$ cat src/rtl/inner_product_stream_ctrl_pkg.sv
// Shared definitions for the inner-product stream controller and its core.
// Build option: INNER_PRODUCT_STREAM_ACC_EN enables cross-group accumulation in the top.
package inner_product_stream_ctrl_pkg;

  localparam int unsigned ELEM_W = 8;
  localparam int unsigned VEC_N  = 3;
  localparam int unsigned P_W    = 18;
  localparam int unsigned VEC_W  = ELEM_W * VEC_N;
  localparam int unsigned CNT_W  = 3;

  // Byte index of b2, the last element of a group.
  localparam logic [CNT_W-1:0] LAST_CNT = 3'd5;

  typedef enum logic [1:0] {
    StLoad,
    StCalc,
    StOut
  } state_e;

endpackage

$ cat src/rtl/inner_product_3_elements.sv
// Combinational 3-element inner product of two packed vectors of 8-bit unsigned elements.
module inner_product_3_elements
  import inner_product_stream_ctrl_pkg::*;
(
  input  logic [VEC_W-1:0] a,
  input  logic [VEC_W-1:0] b,
  output logic [P_W-1:0]   p
);

  always_comb begin
    p = '0;
    for (int k = 0; k < VEC_N; k++) begin
      p = p + P_W'(a[k*ELEM_W +: ELEM_W]) * P_W'(b[k*ELEM_W +: ELEM_W]);
    end
  end

endmodule

$ cat src/rtl/inner_product_stream_ctrl.sv
// Byte-stream packer, result register and optional accumulator around the inner-product core.
// Build option: INNER_PRODUCT_STREAM_ACC_EN accumulates groups until in_last closes a frame.
module inner_product_stream_ctrl
  import inner_product_stream_ctrl_pkg::*;
#(
  parameter int unsigned ACC_W = 24
) (
  input  logic             clk,
  input  logic             rst,
  input  logic             in_valid,
  output logic             in_ready,
  input  logic [7:0]       in_data,
  input  logic             in_last,
  output logic             out_valid,
  input  logic             out_ready,
  output logic [ACC_W-1:0] out_data,
  output logic             out_ovf,
  output logic             busy
);

  state_e             state_q, state_d;
  logic [CNT_W-1:0]   count_q, count_d;
  logic [VEC_W-1:0]   a_q, a_d;
  logic [VEC_W-1:0]   b_q, b_d;
  logic [ACC_W-1:0]   result_q, result_d;
  logic [P_W-1:0]     p;
  logic               accept;
  logic               group_done;

  inner_product_3_elements u_core (
    .a (a_q),
    .b (b_q),
    .p (p)
  );

  assign in_ready   = (state_q == StLoad);
  assign accept     = in_valid && in_ready;
  assign group_done = accept && (count_q == LAST_CNT);
  assign out_valid  = (state_q == StOut);
  assign out_data   = result_q;
  assign busy       = !((state_q == StLoad) && (count_q == '0));

  // Even byte index lands in a, odd in b, element slot k = count/2.
  always_comb begin
    a_d     = a_q;
    b_d     = b_q;
    count_d = count_q;
    if (accept) begin
      for (int k = 0; k < VEC_N; k++) begin
        if (int'(count_q[2:1]) == k) begin
          if (!count_q[0]) begin
            a_d[k*ELEM_W +: ELEM_W] = in_data;
          end else begin
            b_d[k*ELEM_W +: ELEM_W] = in_data;
          end
        end
      end
      count_d = group_done ? '0 : count_q + 3'd1;
    end
  end

`ifdef INNER_PRODUCT_STREAM_ACC_EN
  logic [ACC_W-1:0] acc_q, acc_d;
  logic             ovf_q, ovf_d;
  logic             last_q, last_d;
  logic [ACC_W:0]   sum;

  // Extra top bit is the carry-out that flags a wrap.
  assign sum     = {1'b0, acc_q} + (ACC_W+1)'(p);
  assign out_ovf = ovf_q;

  always_comb begin
    state_d  = state_q;
    result_d = result_q;
    acc_d    = acc_q;
    ovf_d    = ovf_q;
    last_d   = last_q;
    case (state_q)
      StLoad: begin
        if (group_done) begin
          last_d  = in_last;
          state_d = StCalc;
        end
      end
      StCalc: begin
        ovf_d = ovf_q | sum[ACC_W];
        if (!last_q) begin
          acc_d   = sum[ACC_W-1:0];
          state_d = StLoad;
        end else begin
          result_d = sum[ACC_W-1:0];
          state_d  = StOut;
        end
      end
      StOut: begin
        if (out_ready) begin
          acc_d   = '0;
          ovf_d   = 1'b0;
          state_d = StLoad;
        end
      end
      default: state_d = StLoad;
    endcase
  end

  always_ff @(posedge clk) begin
    if (rst) begin
      acc_q  <= '0;
      ovf_q  <= 1'b0;
      last_q <= 1'b0;
    end else begin
      acc_q  <= acc_d;
      ovf_q  <= ovf_d;
      last_q <= last_d;
    end
  end
`else
  logic unused_last;

  assign unused_last = in_last;
  assign out_ovf     = 1'b0;

  always_comb begin
    state_d  = state_q;
    result_d = result_q;
    case (state_q)
      StLoad: begin
        if (group_done) begin
          state_d = StCalc;
        end
      end
      StCalc: begin
        result_d = ACC_W'(p);
        state_d  = StOut;
      end
      StOut: begin
        if (out_ready) begin
          state_d = StLoad;
        end
      end
      default: state_d = StLoad;
    endcase
  end
`endif

  always_ff @(posedge clk) begin
    if (rst) begin
      state_q  <= StLoad;
      count_q  <= '0;
      a_q      <= '0;
      b_q      <= '0;
      result_q <= '0;
    end else begin
      state_q  <= state_d;
      count_q  <= count_d;
      a_q      <= a_d;
      b_q      <= b_d;
      result_q <= result_d;
    end
  end

endmodule

$ cat config.mk
export PLATFORM = sky130hd
export DESIGN_NAME = inner_product_stream_ctrl
export DESIGN_NICKNAME = d
export VERILOG_FILES = /design/src/rtl/inner_product_stream_ctrl_pkg.sv /design/src/rtl/inner_product_3_elements.sv /design/src/rtl/inner_product_stream_ctrl.sv
export SDC_FILE = /design/constraint.sdc
export NUM_CORES = 1
export LEC_CHECK = 0
export CAP_MARGIN = 15
export CORE_ASPECT_RATIO = 0.5
export CORE_MARGIN = 2
export CORE_UTILIZATION = 45
export CTS_BUF_LIST = sky130_fd_sc_hd__clkbuf_16
export CTS_CLUSTER_DIAMETER = 120
export DETAILED_ROUTE_END_ITERATION = 6
export SETUP_SLACK_MARGIN = 0.05
export SLEW_MARGIN = 10
export SYNTH_ARGS = -nofsm -noshare
export SYNTH_HDL_FRONTEND = slang
export SYNTH_SLANG_ARGS = --single-unit
export TNS_END_PERCENT = 20
$ cat constraint.sdc
create_clock -name clk -period 10.37 [get_ports clk]
set_input_delay 2.074 -clock clk [delete_from_list [all_inputs] [get_ports clk]]
set_output_delay 2.074 -clock clk [all_outputs]
set_load 0.1 [all_outputs]
==> metrics <==
DR pass1 iterations=7; Hold Crit Start=out_data[7]$_SDFFE_PP0N_; R2R depth=27; Post-synth EDFFs=0; Setup CP Type=reg2reg; Inserted Clock Buffers=9; Ports=41; syn avg cell area=9.00 µm²; Post-Route WL=21.4 mm; crit path capture type=flop; worst reg2reg path endpoint=out_data[15]$_SDFFE_PP0N_; nets@finish=1347; Power, Total=704 µW; overall via count from detail_route=6894; Starting Density=0.462; Power per Cell Area=67.6 nW/µm²; # port buffers=32; initial antenna violation count=0; ANT cells=0; Hold Path Sink=out_data[7]$_SDFFE_PP0N_; placed cell area=10100 µm²; vias in the first global route=7447; Post-DRT Antenna Nets=0; area grow syn2layout=8.75%; Placeable Area=20700 µm²; register bit count reported by yosys=71; Final Max Slew Viols=0; htree depth=3; WP data arrival=8670 ps; Finished Cell Area=10400 µm²; delay of the slowest critical-path stage=590 ps; Final Wtd Congestion=0.844; startpoint types=flop; vias per cell=5.08; Max clock buf depth=2; TritonCTS Sinks=71; post-synthesis cell area=9580 µm²; Slowest-stage cell, CP=fa_1; gr usage total=0.214; Leak=0.00540 µW; top-count cell post-synth=inv_1; post-CTS setup buffer count=0; status=completed; maximum clock frequency=118 MHz; final setup TNS=0 ps; fillcell total=2000; post-synth top area share=0.307; proportion of layout cells with a drive suffix above 1=0.0203; Main synth FF type=dfxtp_1; synth cell count leaders=inv_1, fa_1, and2_1, nand2_1, ha_1; Unique masters post-synth=53; Worst Tran Pin Value=987 ps; fin crit period=8450 ps; Synth area leader=fa_1; Critical Path RT=10590 ps; Peak VDD IR=0.0693 mV; cts repair resizes=0; 1st-iter DRT viols=235; grt ovf=0; Slew HR=0.340; first-pass GRT wire length=38.0 mm; DRC=0; Yosys warnings=0; Setup violations, final=0; RSZ-0062 raised after global routing=no; Tcrit/Tclk final=0.815; Fin. Hold Viols=0; dpl hpwl=17.3 mm; pin count of the biggest net entering global routing=72; Hold Crit Class=reg2reg; R2R setup slack=1920 ps; CTS tree=yes; die height=107 µm; maximum capacitance violations=0; Final Skew=6.85 ps; Hold Path Cell Cnt=2; WL per Instance=15.7 µm; cts-stage hold buffer count=0; Rows=37; die area=22600 µm²; Clk Latency, worst-skew pair=350 ps; CP Max Fanout=9; area of the multi-input gates=7280 µm²; Synth Instances=1065; Die Wd=210 µm; CTS root buf=clkbuf_16; Async SR Flop Fraction=0; reg2reg start=a_q[5]$_SDFFE_PP0P_; main area contributors after synthesis=fa_1, dfxtp_1, ha_1; post-synthesis sequential area ratio=0.148; Clock Pin Slew Worst Setup and Hold Paths=60 ps; FF/Latch Area=1420 µm²; CP most frequent cell=fa_1
cells in the final DEF (no fill, tap or decap), types with 7 or more instances in the layout:
cell	n
ha_1	108
clkdlybuf4s50_1	31
xor2_1	13
o21ai_0	22
conb_1	7
and2_1	125
a21oi_1	34
mux2i_1	41
nor2_1	57
inv_1	198
nand3_1	15
nand2_1	112
a21o_1	12
clkbuf_16	9
fa_1	147
dfxtp_1	71
sequential cells by signal, indices dropped and copies added (netlist names):
name	cells
a_q	24
b_q	24
out_data	18
count_q	3
state_q	2
power breakdown:
part | switching [µW] | total (µW) | internal [µW]
combinational | 52.3 | 77.5 | 25.2
sequential | 12.7 | 290 | 278
clock | 127 | 336 | 209
total | 192 | 704 | 512
worst max-delay path, delay by kind of cell, from the launching register on:
family	cells	cell delay, ps
AND/OR/NAND/NOR	2	250
adder cells (fa/ha/maj)	12	5510
buffers and inverters	3	150
AO/OA/AOI/OAI	8	1530
XOR/XNOR	2	340
flip-flops	1	540
cells by family (layout without fill, tap and decap cells):
| kind of cell | Yosys count | in the layout | synth area share |
|---|---|---|---|
| multiplexers | 41 | 41 | 0.0428 |
| buffers and inverters | 234 | 247 | 0.0948 |
| adder cells (fa/ha/maj) | 255 | 255 | 0.448 |
| AND/OR/NAND/NOR | 344 | 344 | 0.181 |
| XOR/XNOR | 19 | 19 | 0.0174 |
| AO/OA/AOI/OAI | 100 | 100 | 0.0672 |
| flip-flops | 71 | 71 | 0.148 |
| other | 1 | 7 | 0.000391 |
per-layer routing:
| layer | global-route usage | vias to the layer above | wire length (µm) |
|---|---|---|---|
| li1 | - | 3331 | - |
| met1 | 0.304 | 3384 | 10600 |
| met2 | 0.347 | 155 | 9490 |
| met3 | 0.0313 | 24 | 996 |
| met4 | 0.0478 | 0 | 262 |
| met5 | 0 | - | 0 |
worst max path at each step:
stage / from / cells past startpoint / slack, ps / endpoint
2_1_floorplan: a_q[5]$_SDFFE_PP0P_ / 28 / 2590 / out_data[15]$_SDFFE_PP0N_
3_3_place_gp: a_q[5]$_SDFFE_PP0P_ / 27 / 2060 / out_data[15]$_SDFFE_PP0N_
3_5_place_dp: a_q[5]$_SDFFE_PP0P_ / 27 / 2030 / out_data[15]$_SDFFE_PP0N_
4_1_cts: a_q[5]$_SDFFE_PP0P_ / 26 / 1940 / out_data[15]$_SDFFE_PP0N_
5_1_grt: a_q[5]$_SDFFE_PP0P_ / 26 / 1420 / out_data[16]$_SDFFE_PP0N_
6_report: a_q[5]$_SDFFE_PP0P_ / 27 / 1920 / out_data[15]$_SDFFE_PP0N_
final cells by class:
type                    instances  area share
inverters                     197      0.0709
clock inverters                 7     0.00840
flip-flops and latches         71       0.136
clock buffers                   9      0.0216
multi-input cells             766       0.698
well taps                     273      0.0328
repair buffers                 34      0.0317
through the flow:
step,cells,utilization,hold slack [ps],setup WS [ps]
floorplan,1071,-,481,2590
global placement,1341,0.487,444,2060
detailed placement,1341,0.487,448,2030
CTS,1357,0.503,462,1940
global route,1357,0.503,490,1420
finish,1357,0.503,457,1920
Power figures use the tool's default switching activity.
